===== src/rtl/csa_batch_resolver_if.sv =====
// Purpose : operand-in / result-out handshake bundle for csa_batch_resolver.
// Ports   : in_valid/in_ready/in_data/in_last carry operand beats towards the block;
//           out_valid/out_ready/out_sum/out_count carry the resolved batch result away.
interface csa_batch_resolver_if #(
  parameter int WIDTH = 32,
  parameter int ACC_W = 40,
  parameter int CNT_W = 8
);
  logic             in_valid;
  logic             in_ready;
  logic [WIDTH-1:0] in_data;
  logic             in_last;
  logic             out_valid;
  logic             out_ready;
  logic [ACC_W-1:0] out_sum;
  logic [CNT_W-1:0] out_count;

  // Producer/consumer side: drives operands, accepts results.
  modport master (
    output in_valid, in_data, in_last, out_ready,
    input  in_ready, out_valid, out_sum, out_count
  );

  // Resolver side.
  modport slave (
    input  in_valid, in_data, in_last, out_ready,
    output in_ready, out_valid, out_sum, out_count
  );
endinterface


===== src/rtl/csa_batch_resolver.sv =====
// Purpose : folds a batch of unsigned operands into a carry-save pair, then resolves it to binary.
// Latency : result valid ACC_W/CHUNK cycles after the in_last beat is accepted.
// Backpressure: in_ready drops from last-accept until the result handshake; result held until out_ready.
// Ports   : i_clk, i_rst (synchronous, active-high); bus (slave modport) carries the operand
//           stream in and the out_sum/out_count result out.
module csa_batch_resolver #(
  parameter int WIDTH = 32,
  parameter int ACC_W = 40,
  parameter int CHUNK = 8,
  parameter int CNT_W = 8
) (
  input  logic                 i_clk,
  input  logic                 i_rst,
  csa_batch_resolver_if.slave  bus
);

  localparam int N     = ACC_W / CHUNK;
  localparam int IDX_W = (N > 1) ? $clog2(N) : 1;

  localparam logic [1:0] ST_ACCUM   = 2'd0;
  localparam logic [1:0] ST_RESOLVE = 2'd1;
  localparam logic [1:0] ST_DONE    = 2'd2;

  logic [1:0]       r_state;
  logic [ACC_W-1:0] r_s;
  logic [ACC_W-1:0] r_c;
  logic [CNT_W-1:0] r_count;
  logic [CNT_W-1:0] r_out_count;
  logic [ACC_W-1:0] r_out_sum;
  logic [IDX_W-1:0] r_idx;
  logic             r_cin;

  logic [ACC_W-1:0] w_x;
  logic [ACC_W-1:0] w_s_next;
  logic [ACC_W-1:0] w_c_next;
  logic [CHUNK-1:0] w_s_chunk;
  logic [CHUNK-1:0] w_c_chunk;
  logic [CHUNK:0]   w_chunk_add;
  logic             w_accept;
  logic             w_take;

  assign w_accept = bus.in_valid && (r_state == ST_ACCUM);
  assign w_take   = bus.out_ready && (r_state == ST_DONE);

  // 3:2 compression of (S, C, X); the carry vector shifts up one place and
  // its top bit falls off, which is what keeps everything mod 2^ACC_W.
  assign w_x      = {{(ACC_W-WIDTH){1'b0}}, bus.in_data};
  assign w_s_next = r_s ^ r_c ^ w_x;
  assign w_c_next = ((r_s & r_c) | (r_s & w_x) | (r_c & w_x)) << 1;

  // One CHUNK-wide slice of the carry-propagate add per cycle, ripple carry
  // between slices held in r_cin.
  assign w_s_chunk   = r_s[r_idx*CHUNK +: CHUNK];
  assign w_c_chunk   = r_c[r_idx*CHUNK +: CHUNK];
  assign w_chunk_add = {1'b0, w_s_chunk} + {1'b0, w_c_chunk} + {{CHUNK{1'b0}}, r_cin};

  always_ff @(posedge i_clk) begin
    if (i_rst) begin
      r_state     <= ST_ACCUM;
      r_s         <= '0;
      r_c         <= '0;
      r_count     <= '0;
      r_out_count <= '0;
      r_out_sum   <= '0;
      r_idx       <= '0;
      r_cin       <= 1'b0;
    end else begin
      case (r_state)
        ST_ACCUM: begin
          if (w_accept) begin
            r_s     <= w_s_next;
            r_c     <= w_c_next;
            r_count <= r_count + 1'b1;
            if (bus.in_last) begin
              // Count is latched separately so it survives the post-handshake clear.
              r_out_count <= r_count + 1'b1;
              r_idx       <= '0;
              r_cin       <= 1'b0;
              r_state     <= ST_RESOLVE;
            end
          end
        end
        ST_RESOLVE: begin
          r_out_sum[r_idx*CHUNK +: CHUNK] <= w_chunk_add[CHUNK-1:0];
          r_cin <= w_chunk_add[CHUNK];
          r_idx <= r_idx + 1'b1;
          if (r_idx == IDX_W'(N-1)) begin
            r_state <= ST_DONE;
          end
        end
        ST_DONE: begin
          if (w_take) begin
            r_s     <= '0;
            r_c     <= '0;
            r_count <= '0;
            r_state <= ST_ACCUM;
          end
        end
        default: begin
          r_state <= ST_ACCUM;
        end
      endcase
    end
  end

  assign bus.in_ready  = (r_state == ST_ACCUM);
  assign bus.out_valid = (r_state == ST_DONE);
  assign bus.out_sum   = r_out_sum;
  assign bus.out_count = r_out_count;

endmodule


===== src/flat_wrapper.sv =====
// flat-port wrapper written by rule: the top's interface ports become plain ports
module csa_batch_resolver_flat 
#(
  parameter int WIDTH = 32,
  parameter int ACC_W = 40,
  parameter int CHUNK = 8,
  parameter int CNT_W = 8
)
  (i_clk, i_rst, bus_in_valid, bus_in_data, bus_in_last, bus_out_ready, bus_in_ready, bus_out_valid, bus_out_sum, bus_out_count);
  csa_batch_resolver_if #(.WIDTH(WIDTH), .ACC_W(ACC_W), .CNT_W(CNT_W)) bus_i ();
  input  logic i_clk;
  input  logic i_rst;
  input wire logic [$bits(bus_i.in_valid)-1:0] bus_in_valid;
  input wire logic [$bits(bus_i.in_data)-1:0] bus_in_data;
  input wire logic [$bits(bus_i.in_last)-1:0] bus_in_last;
  input wire logic [$bits(bus_i.out_ready)-1:0] bus_out_ready;
  output wire logic [$bits(bus_i.in_ready)-1:0] bus_in_ready;
  output wire logic [$bits(bus_i.out_valid)-1:0] bus_out_valid;
  output wire logic [$bits(bus_i.out_sum)-1:0] bus_out_sum;
  output wire logic [$bits(bus_i.out_count)-1:0] bus_out_count;
  assign bus_i.in_valid = bus_in_valid;
  assign bus_i.in_data = bus_in_data;
  assign bus_i.in_last = bus_in_last;
  assign bus_i.out_ready = bus_out_ready;
  assign bus_in_ready = bus_i.in_ready;
  assign bus_out_valid = bus_i.out_valid;
  assign bus_out_sum = bus_i.out_sum;
  assign bus_out_count = bus_i.out_count;
  csa_batch_resolver #(.WIDTH(WIDTH), .ACC_W(ACC_W), .CHUNK(CHUNK), .CNT_W(CNT_W)) u_core (.i_clk(i_clk), .i_rst(i_rst), .bus(bus_i));
endmodule

===== config.mk =====
export PLATFORM = sky130hd
export DESIGN_NAME = csa_batch_resolver_flat
export DESIGN_NICKNAME = d
export VERILOG_FILES = /design/src/rtl/csa_batch_resolver_if.sv /design/src/rtl/csa_batch_resolver.sv /design/src/flat_wrapper.sv
export SDC_FILE = /design/constraint.sdc
export NUM_CORES = 1
export LEC_CHECK = 0
export ABC_AREA = 1
export BUFFER_PORTS_ARGS = -buffer_cell sky130_fd_sc_hd__buf_2
export CORE_MARGIN = 4
export CORE_UTILIZATION = 58
export CTS_CLUSTER_DIAMETER = 150
export DETAILED_ROUTE_END_ITERATION = 8
export GPL_ROUTABILITY_DRIVEN = 1
export GPL_TIMING_DRIVEN = 0
export PLACE_DENSITY = 0.8
export SETUP_SLACK_MARGIN = 0.05
export SLEW_MARGIN = 30
export SYNTH_ARGS = -nofsm -noshare
export SYNTH_HDL_FRONTEND = slang
export SYNTH_SLANG_ARGS = --single-unit

===== constraint.sdc =====
create_clock -name i_clk -period 3.2 [get_ports i_clk]
set_clock_uncertainty 0.2 [all_clocks]
set_input_delay 0.32 -clock i_clk [delete_from_list [all_inputs] [get_ports i_clk]]
set_output_delay 0.32 -clock i_clk [all_outputs]
set_load 0.1 [all_outputs]

==> qor.yml <==
result_of_the_run: "completed"
arrival_ns: 3.15
synth.cell_area_um2: 6940
holdCritPathClass: "input port to flip-flop"
drive_gt1_share_pct: 18.0
worst-setup-path-type: "flip-flop to flip-flop"
cts_buffer_depth: 2
initial_core_utilization_pct: 60.0
num_rows: 39
post_drt_via_cell_ratio: 5.58
die_area_um2: 13800
grt_pass1_vias: 6170
post_layout_nonfiller_instances: 1167
cts_max_level: 4
grt_first_pass_wirelength_mm: 31.4
synth_sequential_area_ratio_pct: 40.7
finalWorstSetupSlack_ns: 0.211
cell_at_the_root_of_the_clock_tree: "sky130_fd_sc_hd__clkbuf_16"
power_per_cell_area_nw_per_um2: 564
gr-total-overflow: 0
routed-via-count: 6515
cp-end-kind: "flip-flop"
gp_congestion: 0.964
drtIter0Drc: 543
clk_transition_reported_paths_ns: 0.06
postSynthAreaPerCell_um2: 7.67
drt.antenna.violating_nets: 0
nets: 1102
globalRouteTotalUtil_pct: 28.7
core_occupancy_in_the_finished_layout_pct: 71.2
maxCapViolCount: 0
iteration_count_of_the_initial_detailed_routing_pass: 7
floorplan.die.width_um: 117
setup_viol: 0
insertion_delay_ns: 0.43
pre_cts_slack_ns: -0.143
place.port_buffers: 86
setup.worst_path.start_class: "flip-flop"
flow.area_growth_from_synthesis_pct: 18.6
tritoncts_clock_tree: "built"
grt_setup_unrepaired: "no"
worst_ep_required_time_ns: 3.36
worst_slew_pin_slew_ns: 0.661
post-route-drc-count: 0
die_height_um: 117
cp_max_fo: 10
numCtsBuffers: 17
max_slew_headroom_pct: 56.0
power.ir.vdd_worst_v: 0.000447
coreArea_um2: 11600
route.detailed.wl_per_inst_um: 16.6
dpl.cell_count: 1134
ys_ff_latch: 141
post_synth_num_cell_types: 30
num_antenna_cells: 0
report.final.hold_viol_count: 0
number_of_primary_i_o_pins: 87
number_of_clock_sinks: 141
grt_start_max_net_pins: 17
synth_net_count: 995
leakagePower_nw: 3.62
dp_hpwl_mm: 14.7
synth.yosys.warnings: 0
maxSlewViolCount: 0
syn_inst_count: 905
wirelength_mm: 19.4
min_period_ns: 2.99
max_clock_freq_mhz: 335
timing.final.crit_share_pct: 93.4
grt_antenna_before_repair: 0
holdBufCountCts: 0
==> power by group <==
part | switching (mW) | internal (mW) | leakage, nW
clock | 0.765 | 1.32 | 0.300
sequential | 0.0724 | 1.83 | 1.14
combinational | 0.468 | 0.193 | 2.18
==> what timing repair did <==
action,in CTS,in global routing
setup buffers,0,3
gates resized for setup,4,24
endpoints found under the setup margin,12,24
pin swaps,0,3
==> cell usage in the layout (no fill, tap or decap), types with 12 or more instances in the layout <==
cell / synthesis / layout
sky130_fd_sc_hd__nand2_1: 268 / 265
sky130_fd_sc_hd__dfxtp_1: 141 / 141
sky130_fd_sc_hd__a21oi_1: 116 / 113
sky130_fd_sc_hd__buf_2: 15 / 98
sky130_fd_sc_hd__nor2_1: 78 / 77
sky130_fd_sc_hd__o21ai_0: 61 / 58
sky130_fd_sc_hd__nand3_1: 45 / 44
sky130_fd_sc_hd__fa_1: 33 / 31
sky130_fd_sc_hd__inv_1: 26 / 26
sky130_fd_sc_hd__clkbuf_1: 24 / 22
sky130_fd_sc_hd__ha_1: 20 / 20
sky130_fd_sc_hd__clkbuf_16: 0 / 17
sky130_fd_sc_hd__o211ai_1: 15 / 15
sky130_fd_sc_hd__buf_4: 9 / 12
==> synthesized netlist by cell type, drive strengths merged <==
master	number	area share, %
a211oi	1	0.18
a21oi	116	8.4
a31oi	1	0.090
buf	28	2.4
clkbuf	24	1.3
dfxtp	141	41
fa	33	9.5
ha	20	3.6
inv	36	2.0
nand2	269	15
nand3	45	3.2
nand3b	2	0.22
nand4	4	0.54
nor2	87	5.2
nor3	5	0.36
o211ai	15	1.6
o21ai	67	4.8
or2	2	0.18
xnor2	4	0.50
xor2	5	0.63
==> critical path, stage by stage, from the launching register on <==
cell                       delay (ns)
sky130_fd_sc_hd__dfxtp_1         0.33
sky130_fd_sc_hd__buf_6           0.14
sky130_fd_sc_hd__buf_4           0.14
sky130_fd_sc_hd__clkbuf_2        0.16
sky130_fd_sc_hd__o21ai_1         0.20
sky130_fd_sc_hd__o211ai_1        0.14
sky130_fd_sc_hd__nand2_1         0.09
sky130_fd_sc_hd__nand2_1         0.07
sky130_fd_sc_hd__fa_2            0.36
sky130_fd_sc_hd__fa_2            0.36
sky130_fd_sc_hd__nand2_1         0.08
sky130_fd_sc_hd__nand2_1         0.08
sky130_fd_sc_hd__nand3b_1        0.12
sky130_fd_sc_hd__nand2_1         0.08
sky130_fd_sc_hd__nand2_2         0.11
sky130_fd_sc_hd__nand4_1         0.11
sky130_fd_sc_hd__a21oi_1         0.15
==> layer usage <==
layer	vias up	GRT usage [%]	share of wire, %
li1	3180	-	-
met2	250	47.0	49
met1	3061	37.6	43
met3	24	7.46	6.6
met5	-	0	0
met4	0	8.36	1.4
==> layout make-up <==
type / instances / area (um^2)
Buffer: 51 / 267
Clock buffer: 20 / 447
Clock inverter: 11 / 165
Fill cell: 954 / 3330
Inverter: 36 / 138
Multi-Input combinational cell: 676 / 3760
Sequential cell: 141 / 2820
Tap cell: 143 / 179
Timing Repair Buffer: 89 / 453
==> stage by stage <==
step | power (mW) | hold slack (ns) | setup TNS [ns] | instance area, um^2
5_1_grt | 4.81 | 0.0260 | 0 | 8230
4_1_cts | 4.64 | 0.000172 | 0 | 8180
6_report | 4.64 | 0.0138 | 0 | 8230
3_5_place_dp | 2.57 | 0.252 | -0.462 | 7550
2_1_floorplan | 2.38 | 0.253 | 0 | 6940
3_3_place_gp | 2.56 | 0.252 | -0.229 | 7550
==> registers in the layout, summed over array words and instances, names as in the netlist <==
register	count
u_core.bus.out_count	8
u_core.bus.out_sum	40
u_core.r_c	39
u_core.r_cin	1
u_core.r_count	8
u_core.r_idx	3
u_core.r_s	40
u_core.r_state	2
==> worst paths after layout <==
check / startpoint / endpoint / slack, ns / cells after the start
max: u_core.r_idx[0] / u_core.bus.out_sum[30] / 0.21 / 16
min: bus_out_ready / u_core.r_s[39] / 0.01 / 4
max reg2reg: u_core.r_idx[0] / u_core.bus.out_sum[30] / 0.21 / 16
min reg2reg: u_core.bus.out_sum[30] / u_core.bus.out_sum[30] / 0.26 / 2
==> cells by family (layout without fill, tap and decap cells) <==
group	Yosys count	in the layout	share of synthesized area (%)
and+or+nand+nor	414	414	24.3
AOI/OAI and AO/OA	200	200	15.1
DFF	141	141	40.7
buffers and inverters	88	207	5.66
adders and majority gates	53	53	13.1
xor gates and xnor gates	9	9	1.14
Power figures use the tool's default switching activity.
